### src/rtl/riscv_pkg.sv
// Shared types and constants for the instruction fetch path.
package riscv_pkg;

    localparam int XLEN = 32;
    localparam logic [31:0] NOP_INSTR = 32'h0000_0013;

    typedef enum logic [1:0] {
        IDLE  = 2'b00,
        REQ   = 2'b01,
        HOLD  = 2'b10,
        FAULT = 2'b11
    } fetch_state_t;

    function automatic logic is_word_aligned(input logic [XLEN-1:0] addr);
        return (addr[1:0] == 2'b00);
    endfunction

endpackage

### src/rtl/fetch_unit.sv
// Instruction fetch unit: requests one word at a time and holds it until the
// control FSM consumes it with a next pulse (optionally redirected).
module fetch_unit
    import riscv_pkg::*;
#(
    parameter logic [31:0] RESET_PC = 32'h0000_0000
) (
    input  logic            clk,
    input  logic            rst_n,
    output logic            imem_req,
    output logic [XLEN-1:0] imem_addr,
    input  logic [XLEN-1:0] imem_rdata,
    input  logic            imem_ack,
    input  logic            next,
    input  logic            redirect,
    input  logic [XLEN-1:0] redirect_pc,
    output logic [XLEN-1:0] instr,
    output logic [XLEN-1:0] pc,
    output logic            instr_valid,
    output logic            fault
);

    fetch_state_t    state_q, state_d;
    logic [XLEN-1:0] pc_next_q, pc_next_d;
    logic [XLEN-1:0] pc_q, pc_d;
    logic [XLEN-1:0] instr_q, instr_d;
    logic            valid_q, valid_d;
    logic            fault_q, fault_d;

    // State and output registers; reset is asynchronous so a mid-request abort is immediate.
    always_ff @(posedge clk or negedge rst_n) begin
        if (!rst_n) begin
            state_q   <= IDLE;
            pc_next_q <= RESET_PC;
            pc_q      <= RESET_PC;
            instr_q   <= NOP_INSTR;
            valid_q   <= 1'b0;
            fault_q   <= 1'b0;
        end else begin
            state_q   <= state_d;
            pc_next_q <= pc_next_d;
            pc_q      <= pc_d;
            instr_q   <= instr_d;
            valid_q   <= valid_d;
            fault_q   <= fault_d;
        end
    end

    // Next-state logic; next/redirect/ack are only looked at in the state that owns them.
    always_comb begin
        state_d   = state_q;
        pc_next_d = pc_next_q;
        pc_d      = pc_q;
        instr_d   = instr_q;
        valid_d   = valid_q;
        fault_d   = fault_q;
        case (state_q)
            IDLE: begin
                valid_d = 1'b0;
                state_d = REQ;
            end
            REQ: begin
                if (imem_ack) begin
                    instr_d = imem_rdata;
                    pc_d    = pc_next_q;
                    valid_d = 1'b1;
                    state_d = HOLD;
                end else begin
                    valid_d = 1'b0;
                end
            end
            HOLD: begin
                if (next) begin
                    valid_d = 1'b0;
                    if (!redirect) begin
                        pc_next_d = pc_q + 32'd4;
                        state_d   = REQ;
                    end else if (is_word_aligned(redirect_pc)) begin
                        pc_next_d = redirect_pc;
                        state_d   = REQ;
                    end else begin
                        fault_d = 1'b1;
                        state_d = FAULT;
                    end
                end else begin
                    valid_d = 1'b1;
                end
            end
            FAULT: begin
                valid_d = 1'b0;
                fault_d = 1'b1;
            end
            default: begin
                valid_d = 1'b0;
                state_d = IDLE;
            end
        endcase
    end

    assign imem_req    = (state_q == REQ);
    assign imem_addr   = pc_next_q;
    assign instr       = instr_q;
    assign pc          = pc_q;
    assign instr_valid = valid_q;
    assign fault       = fault_q;

endmodule

### config.mk
export PLATFORM = sky130hd
export DESIGN_NAME = fetch_unit
export DESIGN_NICKNAME = d
export VERILOG_FILES = /design/src/rtl/riscv_pkg.sv /design/src/rtl/fetch_unit.sv
export SDC_FILE = /design/constraint.sdc
export NUM_CORES = 1
export LEC_CHECK = 0
export BUFFER_PORTS_ARGS = -buffer_cell sky130_fd_sc_hd__buf_2
export CAP_MARGIN = 10
export CORE_MARGIN = 2
export CORE_UTILIZATION = 55
export CTS_BUF_LIST = sky130_fd_sc_hd__clkbuf_4
export DETAILED_ROUTE_END_ITERATION = 7
export PLACE_DENSITY = 0.83
export SLEW_MARGIN = 20
export SYNTH_ARGS = -nofsm -noshare
export SYNTH_HDL_FRONTEND = slang
export SYNTH_SLANG_ARGS = --single-unit
### constraint.sdc
create_clock -name clk -period 3.1 [get_ports clk]
set_input_delay 0 -clock clk [delete_from_list [all_inputs] [get_ports clk]]
set_output_delay 0 -clock clk [all_outputs]
set_load 0.1 [all_outputs]
* Word-level counts from Yosys, hierarchy flattened *
Index checks and enable logic that the tools add are counted.

word-level totals
  logic and storage cells = 38
  output and inout port bits = 99
  register bits after elaboration = 100
  input port bits = 69

cells by class
  mux-type cells = 14
  eq/ne operators = 8
  add/subtract/negate cells = 1
  reduce and logical (&&, ||, !) cells = 9

operator list
  operator                                               number
  2-to-1 mux 32 bit                                      2
  adder 32 x 3 -> 32 bit, second input constant          1
  2-to-1 mux 2 bit                                       4
  inequality test 2 bit, second input constant           3
  one-hot mux 2 bit (3 select lines)                     1
  AND reduction 3 bit                                    2
  2-to-1 mux 1 bit                                       5
  equality test 2 bit, second input constant             2
  logical NOT 2 bit                                      2
  inequality test 2 x 1 -> 1 bit, second input constant  2
  AND reduction 4 bit                                    1
  one-hot mux 1 bit (3 select lines)                     1
  nonzero test 3 bit                                     1
  equality test 2 x 1 -> 1 bit, second input constant    1
  one-hot mux 1 bit (2 select lines)                     1
  AND reduction 2 bit                                    1
  nonzero test 2 bit                                     1
  OR reduction 2 bit                                     1

* Longest topological paths before layout *
Gate-level depths: netlist (run 1).

  depth after elaboration = 5
  gate-level depth with buffers = 8
  mapped depth without buffers = 7

* Least setup slack after synthesis (run 1) *
Ideal clock, no wire load.

  path kind = flip-flop to flip-flop
  from = register state_q[1]
  to = register pc_q[12] (netlist: pc[12])
  setup slack = 657 ps
  data arrival time = 2,316 ps
  data required time = 2,974 ps
  cell stages (with the launch flop) = 6
  period minus slack after synthesis = 2,443 ps
  setup time = 126 ps
  path buffers = 1
  cell sequence = dfrtp_1 -> inv_1 -> ha_1 -> nand2_1 -> clkbuf_1 -> mux2_2

on the way
  word-level cells in the longest chain between the ends = 2

RTL lines
  element                               RTL line          text
  start: declaration                    fetch_unit.sv:23  fetch_state_t state_q, state_d;
  start signal: assignment              fetch_unit.sv:40  state_q <= state_d;
  equality test 2 x 1 -> 1 bit          n/a
  via imem_req                          fetch_unit.sv:10  output logic imem_req,
  AND reduction 2 bit (no source line)  n/a
  end signal: assignment                fetch_unit.sv:42  pc_q <= pc_d;
  end: declaration                      fetch_unit.sv:25  logic [XLEN-1:0] pc_q, pc_d;

The timed path passes the listed nets, and every way through them passes these cells.
A chain may end at the register's enable or synchronous reset.

* Final worst setup path (run 1) *
  from = register state_q[1]
  to = register pc_q[13] (netlist: pc[13])

on the way
  word-level cells in the longest chain between the ends = 2

RTL lines
  element                               RTL line          text
  equality test 2 x 1 -> 1 bit          fetch_unit.sv:57  case (state_q)
  AND reduction 2 bit (no source line)  n/a

No other way between the ends.

==> results of run 1 <==
## layout make-up
type | instances | area share (%)
multi-input combinational | 272 | 31.55
clock buffer | 12 | 1.418
tap | 105 | 2.068
timing repair buffer | 239 | 24.54
sequential | 100 | 39.45
clock inverter | 4 | 0.4333
inverter | 9 | 0.5318
## critical path, cell delays in order (launching register included)
cell and delay, ps:
dfrtp_1 430, inv_1 90, ha_1 250, nand2_2 470, buf_12 330, mux2_2 370
## synthesized netlist by cell type (2+ instances only)
master / instances / share of area, %
mux2_2: 64 / 16
inv_1: 9 / 0.73
a21oi_1: 27 / 2.9
nand2_1: 27 / 2.2
xor2_1: 18 / 3.4
nand3b_1: 2 / 0.32
nand4_1: 9 / 1.2
and4_1: 3 / 0.57
and3_1: 6 / 0.81
buf_2: 2 / 0.22
o211ai_1: 3 / 0.49
xnor2_1: 7 / 1.3
nor2_1: 25 / 2.0
nand2b_1: 2 / 0.27
nor4_1: 2 / 0.27
clkbuf_1: 18 / 1.5
o22ai_1: 13 / 1.8
o21ai_0: 19 / 2.1
dfstp_2: 3 / 1.7
mux2i_1: 3 / 0.65
ha_1: 6 / 1.6
o31ai_1: 4 / 0.65
dfrtp_1: 97 / 53
nand3_1: 13 / 1.4
nor3_1: 3 / 0.32
## kinds of logic after synthesis
group,count (synthesis),synth area share [%]
AOI/OAI and AO/OA,71,8.719
DFF,100,54.24
muxes,67,16.25
xor gates and xnor gates,25,4.739
buffers and inverters,30,2.491
adders and majority gates,6,1.625
and+or+nand+nor,103,11.94
## stage by stage
stage                     setup slack (ps)  util [%]  instances  hold slack (ps)  instance area [um^2]
after floorplan                      657.4         -        402           -295.6                  4621
after global placement                1174     68.06        658            176.1                  5564
after detailed placement              1060     68.06        658            185.7                  5564
after CTS                             1025     77.70        741            8.595                  6352
after global routing                 895.5     77.70        741            77.14                  6352
final                                 1006     77.70        741            30.87                  6352
## flip-flops by register name, summed over array words and instances (netlist names)
name         flops
instr_valid      1
fault            1
state_q          2
imem_addr       32
pc              32
instr           32
## worst max-delay path by stage
stage | end | cells past startpoint
floorplan | pc[12] | 5
global placement | pc[16] | 4
detailed placement | instr[20] | 5
CTS | pc[6] | 5
global route | instr[27] | 5
finish | pc[13] | 5
## routing by layer
layer	track usage, %	part of all wire (%)	vias to the layer above	wire, um
met4	7.738	1.4	0	182
met3	6.640	7.5	16	944
met2	48.54	49	153	6235
met5	0	0	-	0
li1	-	-	1887	-
met1	38.34	42	1969	5235
==> qor.csv, run 1 <==
stage,metric,value,unit
cts,CTS hold repair buffers,67,
logic_synthesis,mapped cell area,4621,um^2
route,antenna-violating nets left,0,
setup_path,Critical Path AT,2420,ps
setup_path,FF-to-FF path depth,5,
setup_path,Setup crit end kind,register,
sta,Worst Skew,28.90,ps
setup_path,crit-path max FO,42,
sta,"Hold Vio Cnt, Final",0,
hold_path,Hold Path Sink,imem_addr[13],
cts,htree depth,3,
logic_synthesis,"flops & latches, synth",100,
cells_and_area,layout cells sized above 1,41.67,%
cts,"Reg clk slew, reported paths",170,ps
cells_and_area,"most common cell after layout, fill and taps aside",buf_2,
logic_synthesis,Post-synth EDFFs,0,
cells_and_area,multi-input combinational cell area,2004,um^2
cells_and_area,Nets,706,
cts,clk_lat worst skew,450,ps
floorplanning,Starting Density,56.52,%
global_routing,first-pass GRT wire length,20490,um
setup_path,type of origin of the critical path,register,
setup_path,Reg-to-Reg End,pc[13],
setup_path,crit path launch,state_q[1],
logic_synthesis,"FFs w/ async S/R, synth",100.0,%
sta,Max Slew Vio Count,0,
cts,post-CTS sizing,0,
sta,Final Cycle Share,67.55,%
setup_path,Crit path required time,3420,ps
floorplanning,Die Area,9151,um^2
cts,total CTS buffers,9,
route,DR vias,4025,
logic_synthesis,synthesized net count,477,
global_routing,largest net degree at the start of global routing,74,
cells_and_area,n_diodes,0,
setup_path,flop2flop setup slack,1010,ps
cells_and_area,"commonest cells after routing, fill and taps aside","buf_2 (166), dfrtp_1 (97), dlygate4sd3_1 (67)",
cells_and_area,fill count,560,
cts,clock buffer depth,2,
logic_synthesis,Avg Inst Size Synth,11.49,um^2
placement,Port Buffers,167,
sta,Max Clk Rate,477.6,MHz
route,Iteration-0 DRC Markers,148,
floorplanning,# rows,33,
floorplanning,die width,95.66,um
route,final WL,12600,um
global_routing,total grt overflow,0,
setup_path,Crit Path Class,register to register,
cells_and_area,synth-to-layout area growth,37.48,%
route,vias per cell,5.432,
hold_path,Worst Hold Launch,redirect_pc[0],
cts,Clock Tree Root,clkbuf_4,
placement,RePlAce Congestion,0.7995,
route,DR DRC count,0,
cts,CTS tree,done,
sta,"Setup violations, final",0,
placement,Post-DP HPWL,7960,um
sta,TNS Setup,0,ps
global_routing,initial antenna violation count,0,
hold_path,Worst Hold Class,primary input to register,
cts,clk sinks,100,
floorplanning,die height,95.66,um
sta,RSZ-0062 raised after global routing,no,
route,routed wire length per instance,17.00,um
logic_synthesis,top_reg_cell synth,dfrtp_1,
floorplanning,CORE AREA,8175,um^2
hold_path,hold depth,4,
global_routing,gr usage total,29.04,%
sta,min cycle time layout,2094,ps
route,DR pass1 iterations,4,
logic_synthesis,register area share after synthesis,54.24,%
floorplanning,I/O pin count,168,
logic_synthesis,Cells after Synth,402,
status,run status,completed,
sta,Slew HR,38.39,%
cts,post-CTS setup buffer count,0,
logic_synthesis,synth warn,0,
cells_and_area,sequential cell area,2506,um^2
setup_path,r2r startpoint,state_q[1],
global_routing,number of global-route vias before repair,4180,
sta,Worst Max-Slew Pin Slew,924.1,ps
job,max-cap viol count,0,
logic_synthesis,Yosys cell types,42,
Power of run 1 is not shown: default switching activity piles up to over one toggle a cycle in this logic, so the estimate is an artifact.
==> run 2: changes to the inputs <==
CORE_UTILIZATION = 46   (was 55)
PLACE_DENSITY = 0.74   (was 0.83)
clock period = 1.9 ns   (was 3.1 ns; I/O delays follow)
==> run 2 against run 1 <==
Against the previous run:
- via count is 1.6% higher
- design area rose by 3.4%
- count of clock-buffer cells in the layout shrank 3
- first-iteration DRC count up 64%
- fmax increased by 22%
- final cell count grew 5.5%
- wire length grew 5.6%
- critical path depth is the same
- non-clock buffer count is 13 higher
- global-route usage shrank 3.9 points
- die area rose by 19%
- flip-flop and latch count unchanged
- critical path type unchanged
- largest cell class unchanged
==> qor.csv, run 2 (synthesized netlist as in run 1, its figures left out) <==
stage,metric,value,unit
cts,CTS tree,done,
sta,RSZ-0062 raised after global routing,no,
global_routing,grt peak-use layer,met2,
setup_path,type of origin of the critical path,register,
route,routed wire length per instance,17.02,um
sta,Max Clk Rate,582.1,MHz
setup_path,Critical Path AT,2110,ps
sta,min cycle time layout,1718,ps
status,run status,completed,
global_routing,gr usage total,25.15,%
setup_path,cell chain of the critical path,nand3_1 -> nor2_2 -> nand3_2 -> or3_1 -> a31oi_1,
cts,clock buffer depth,2,
global_routing,total grt overflow,0,
cells_and_area,fill count,758,
global_routing,number of global-route vias before repair,4221,
floorplanning,CORE AREA,9774,um^2
cts,clk sinks,100,
cells_and_area,layout cells sized above 1,46.07,%
route,antenna-violating nets left,0,
cells_and_area,"most common cell after layout, fill and taps aside",buf_2,
cts,"Reg clk slew, reported paths",150,ps
sta,Max Slew Vio Count,0,
global_routing,first-pass GRT wire length,21600,um
global_routing,largest net degree at the start of global routing,41,
floorplanning,Starting Density,47.27,%
floorplanning,# rows,36,
placement,RePlAce Congestion,0.8078,
route,final WL,13310,um
sta,"Hold Vio Cnt, Final",0,
floorplanning,Die Area,10860,um^2
sta,Worst Max-Slew Pin Slew,528.6,ps
setup_path,Setup crit end kind,register,
cells_and_area,"commonest cells after routing, fill and taps aside","buf_2 (166), dfrtp_1 (72), dlygate4sd3_1 (69)",
route,DR DRC count,0,
placement,Port Buffers,167,
setup_path,"slowest stage cell, crit path",dfrtp_4,
sta,"Setup violations, final",0,
sta,Worst Skew,8.833,ps
floorplanning,die width,104.2,um
cells_and_area,sequential cell area,2552,um^2
route,vias per cell,5.228,
sta,hold slack,41.00,ps
cts,htree depth,3,
sta,TNS Setup,0,ps
cells_and_area,"non-filler cells, final",782,
setup_path,Crit Path Class,register to register,
placement,Post-DP HPWL,8891,um
placement,placed insts,697,
floorplanning,I/O pin count,168,
hold_path,Worst Hold Class,primary input to async pin,
sta,Final Cycle Share,90.42,%
cells_and_area,Nets,719,
setup_path,Crit path required time,2290,ps
cts,clk_lat worst skew,450,ps
setup_path,Crit path largest cell delay,470,ps
global_routing,met3 Usage GRT,5.952,%
cells_and_area,multi-input combinational cell area,2026,um^2
global_routing,met1 Usage GRT,32.36,%
global_routing,global routing met2 resource utilization,41.73,%
floorplanning,die height,104.2,um
cts,Clock Tree Root,clkbuf_4,
global_routing,initial antenna violation count,0,
route,DR vias,4088,
job,max-cap viol count,0,
cts,post-CTS setup buffer count,0,
route,DR pass1 iterations,4,
cts,total CTS buffers,9,
cells_and_area,n_diodes,0,
sta,Slew HR,65.00,%
route,Iteration-0 DRC Markers,242,
cells_and_area,synth-to-layout area growth,42.11,%
setup_path,crit-path max FO,6,
[run 2: path summary, 6_finish.rpt]
kind	from	to	slack, ps	depth (start not counted)
setup reg to reg	pc[2]	imem_addr[29]	180	5
hold reg to reg	instr[31]	instr[31]	520	1
hold / removal	rst_n	imem_addr[0]	40	2
min in group clk	redirect_pc[1]	imem_addr[13]	130	4
setup / recovery	pc[2]	imem_addr[29]	180	5
max in group asynchronous	rst_n	instr[5]	1140	3
[run 2: per-stage QoR]
stage	util [%]	worst slack, ps	instance area, um^2
after floorplan	-	-73.45	4686
after global placement	58.99	265.5	5766
after detailed placement	58.99	188.7	5766
after CTS	67.09	168.8	6558
after global routing	67.18	25.68	6566
final	67.18	182.1	6566
[run 2: critical path, delay by kind of cell, from the launching register on]
| kind | cells | cell delay [ps] |
|---|---|---|
| AND/OR/NAND/NOR | 4 | 1030 |
| flip-flops | 1 | 470 |
| AO/OA/AOI/OAI | 1 | 160 |
[run 2: metal layers]
| metal | vias to the layer above | share of wire (%) |
|---|---|---|
| met2 | 179 | 48 |
| met4 | 0 | 1.3 |
| li1 | 1911 | - |
| met1 | 1983 | 43 |
| met5 | - | 0 |
| met3 | 15 | 7.2 |
[run 2: what timing repair did]
item | 4_1_cts | 5_1_grt
hold endpoints to repair | 164 | 0
gates resized for setup | 0 | 2
setup endpoints to repair | 0 | 2
hold buffers | 69 | 0
[run 2: area by class of cell]
cell class                 instances  share of cell area, %
timing repair buffer             252                  25.69
tap                              133                  2.534
clock buffer                       9                  1.029
multi-input combinational        272                  30.85
inverter                           9                 0.5145
sequential                       100                  38.87
clock inverter                     7                 0.5145
Power of run 2 is left out for the same reason.
==> run 3: changes to the inputs <==
BUFFER_PORTS_ARGS = unset   (was -buffer_cell sky130_fd_sc_hd__buf_2)
CORE_UTILIZATION = 57   (was 46)
CTS_BUF_LIST = sky130_fd_sc_hd__clkbuf_4 sky130_fd_sc_hd__clkbuf_8 sky130_fd_sc_hd__clkbuf_16   (was sky130_fd_sc_hd__clkbuf_4)
DONT_BUFFER_PORTS = 1   (was unset)
PLACE_DENSITY = 0.71   (was 0.74)
==> run 3 against run 2 <==
Against the previous run:
- critical path depth did not move
- register-to-register slack got worse by 20 ps
- die area fell by 19%
- first-iteration DRC count fell by 8.3%
- the flow now finishes with violations (negative hold slack)
- non-clock buffer count fell by 73
- via count fell by 5.4%
- setup slack got worse by 23 ps
- count of clock-buffer cells in the layout rose by 2
- flip-flop and latch count did not move
- sequential share of layout area rose by 0.56 points
==> qor.csv, run 3 (synthesized netlist as in run 1, its figures left out) <==
stage,metric,value,unit
sta,Worst Max-Slew Pin Slew,428.5,ps
route,Iteration-0 DRC Markers,222,
route,DR vias,3868,
global_routing,total grt overflow,0,
floorplanning,Starting Density,59.18,%
cells_and_area,synth-to-layout area growth,40.10,%
setup_path,Crit path largest cell delay,480,ps
floorplanning,Die Area,8843,um^2
cells_and_area,n_diodes,0,
sta,min cycle time layout,1741,ps
cts,Clock Tree Root,clkbuf_8,
placement,Post-DP HPWL,8183,um
floorplanning,die width,94.04,um
setup_path,crit path launch,state_q[0],
cts,CTS hold repair buffers,70,
setup_path,Buf/Inv on CP,1,
cts,total CTS buffers,9,
sta,Slew HR,71.33,%
sta,Max Clk Rate,574.3,MHz
route,vias per cell,5.705,
setup_path,Crit. path cell count,5,
setup_path,CP endpoint,imem_addr[19],
setup_path,type of origin of the critical path,register,
sta,TNS Setup,0,ps
floorplanning,# rows,32,
cts,CTS tree,done,
route,final WL,12940,um
sta,hold slack,-681.3,ps
status,failing checks,negative hold slack,
status,run status,"complete, but fails checks",
route,DR DRC count,0,
route,routed wire length per instance,19.09,um
sta,"Setup violations, final",0,
job,max-cap viol count,0,
placement,RePlAce Congestion,0.8270,
floorplanning,die height,94.04,um
route,antenna-violating nets left,0,
route,DR pass1 iterations,4,
sta,RSZ-0062 raised after global routing,no,
sta,Max Slew Vio Count,0,
sta,"Hold Vio Cnt, Final",100,
global_routing,largest net degree at the start of global routing,101,
setup_path,crit-path max FO,19,
setup_path,Crit Path Class,register to register,
cells_and_area,Nets,646,
cells_and_area,"most common cell after layout, fill and taps aside",buf_4,
cells_and_area,"commonest cells after routing, fill and taps aside","buf_4 (106), dfrtp_1 (72), dlygate4sd3_1 (69)",
setup_path,Reg-to-Reg End,imem_addr[19],
sta,Worst Skew,15.98,ps
cts,clk_lat worst skew,360,ps
global_routing,number of global-route vias before repair,4250,
cts,htree depth,3,
cts,clk sinks,100,
hold_path,Worst Hold Class,primary input to async pin,
setup_path,Crit path required time,2170,ps
setup_path,Critical Path AT,2010,ps
setup_path,Crit path max-delay family,simple AND/OR/NAND/NOR gates,
global_routing,gr usage total,30.60,%
setup_path,Setup crit end kind,register,
cts,clock buffer depth,2,
setup_path,r2r startpoint,state_q[0],
floorplanning,CORE AREA,7807,um^2
setup_path,cell chain of the critical path,inv_1 -> ha_1 -> nand2_1 -> or2_2 -> o22ai_1,
setup_path,flop2flop setup slack,160,ps
setup_path,"slowest stage cell, crit path",dfrtp_1,
sta,Final Cycle Share,91.64,%
global_routing,initial antenna violation count,0,
global_routing,first-pass GRT wire length,20800,um
floorplanning,I/O pin count,168,
setup_path,FF-to-FF path depth,5,
cts,"Reg clk slew, reported paths",100,ps
placement,Port Buffers,0,
cells_and_area,layout cells sized above 1,39.76,%
==> run 3: what timing repair did <==
action | CTS | global route
resized for setup | 0 | 0
buffers inserted | 0 | 0
hold endpoints to repair | 166 | 100
==> run 3: cell type report <==
type / instances / area, um^2
Sequential cell: 100 / 2552
Multi-Input combinational cell: 272 / 2017
Timing Repair Buffer: 179 / 1567
Fill cell: 465 / 1334
Clock buffer: 11 / 138.9
Tap cell: 102 / 127.6
Clock inverter: 5 / 37.54
Inverter: 9 / 33.78
==> run 3: stage by stage <==
stage,util (%),setup slack (ps),area (um^2),hold slack (ps),std cells
detailed placement,71.55,201.6,5587,-293.5,592
finish,82.92,158.8,6474,-681.3,678
floorplan,-,-73.45,4686,-295.6,402
CTS,82.92,184.0,6474,-683.6,678
global placement,71.55,254.6,5587,-293.1,592
global route,82.92,42.85,6474,-698.1,678
==> run 3: worst min path at each step <==
stage          slack [ps]       endpoint  startpoint  cells past startpoint
2_1_floorplan        -300          fault       rst_n                      0
3_3_place_gp         -290    instr_valid       rst_n                      0
3_5_place_dp         -290    instr_valid       rst_n                      0
4_1_cts              -680     state_q[1]       rst_n                      0
5_1_grt              -700  imem_addr[13]       rst_n                      0
6_report             -680    instr_valid       rst_n                      0
==> run 3: metal layers <==
| layer | share of wire (%) | track usage, % | up-vias | routed length, um |
|---|---|---|---|---|
| met5 | 0 | 0 | - | 0 |
| met4 | 1.6 | 11.47 | 0 | 204 |
| met3 | 7.0 | 7.223 | 20 | 900 |
| met2 | 51 | 52.44 | 157 | 6603 |
| met1 | 40 | 37.63 | 1925 | 5232 |
| li1 | - | - | 1766 | - |
==> run 3: worst reg2reg max path: cells and delay by family, from the launching register on <==
family          cells  cell delay [ps]
fa+ha+maj           1              230
flops               1              480
buf+inv             1               90
simple gates        2              580
compound gates      1              260
Power of run 3 is left out for the same reason.
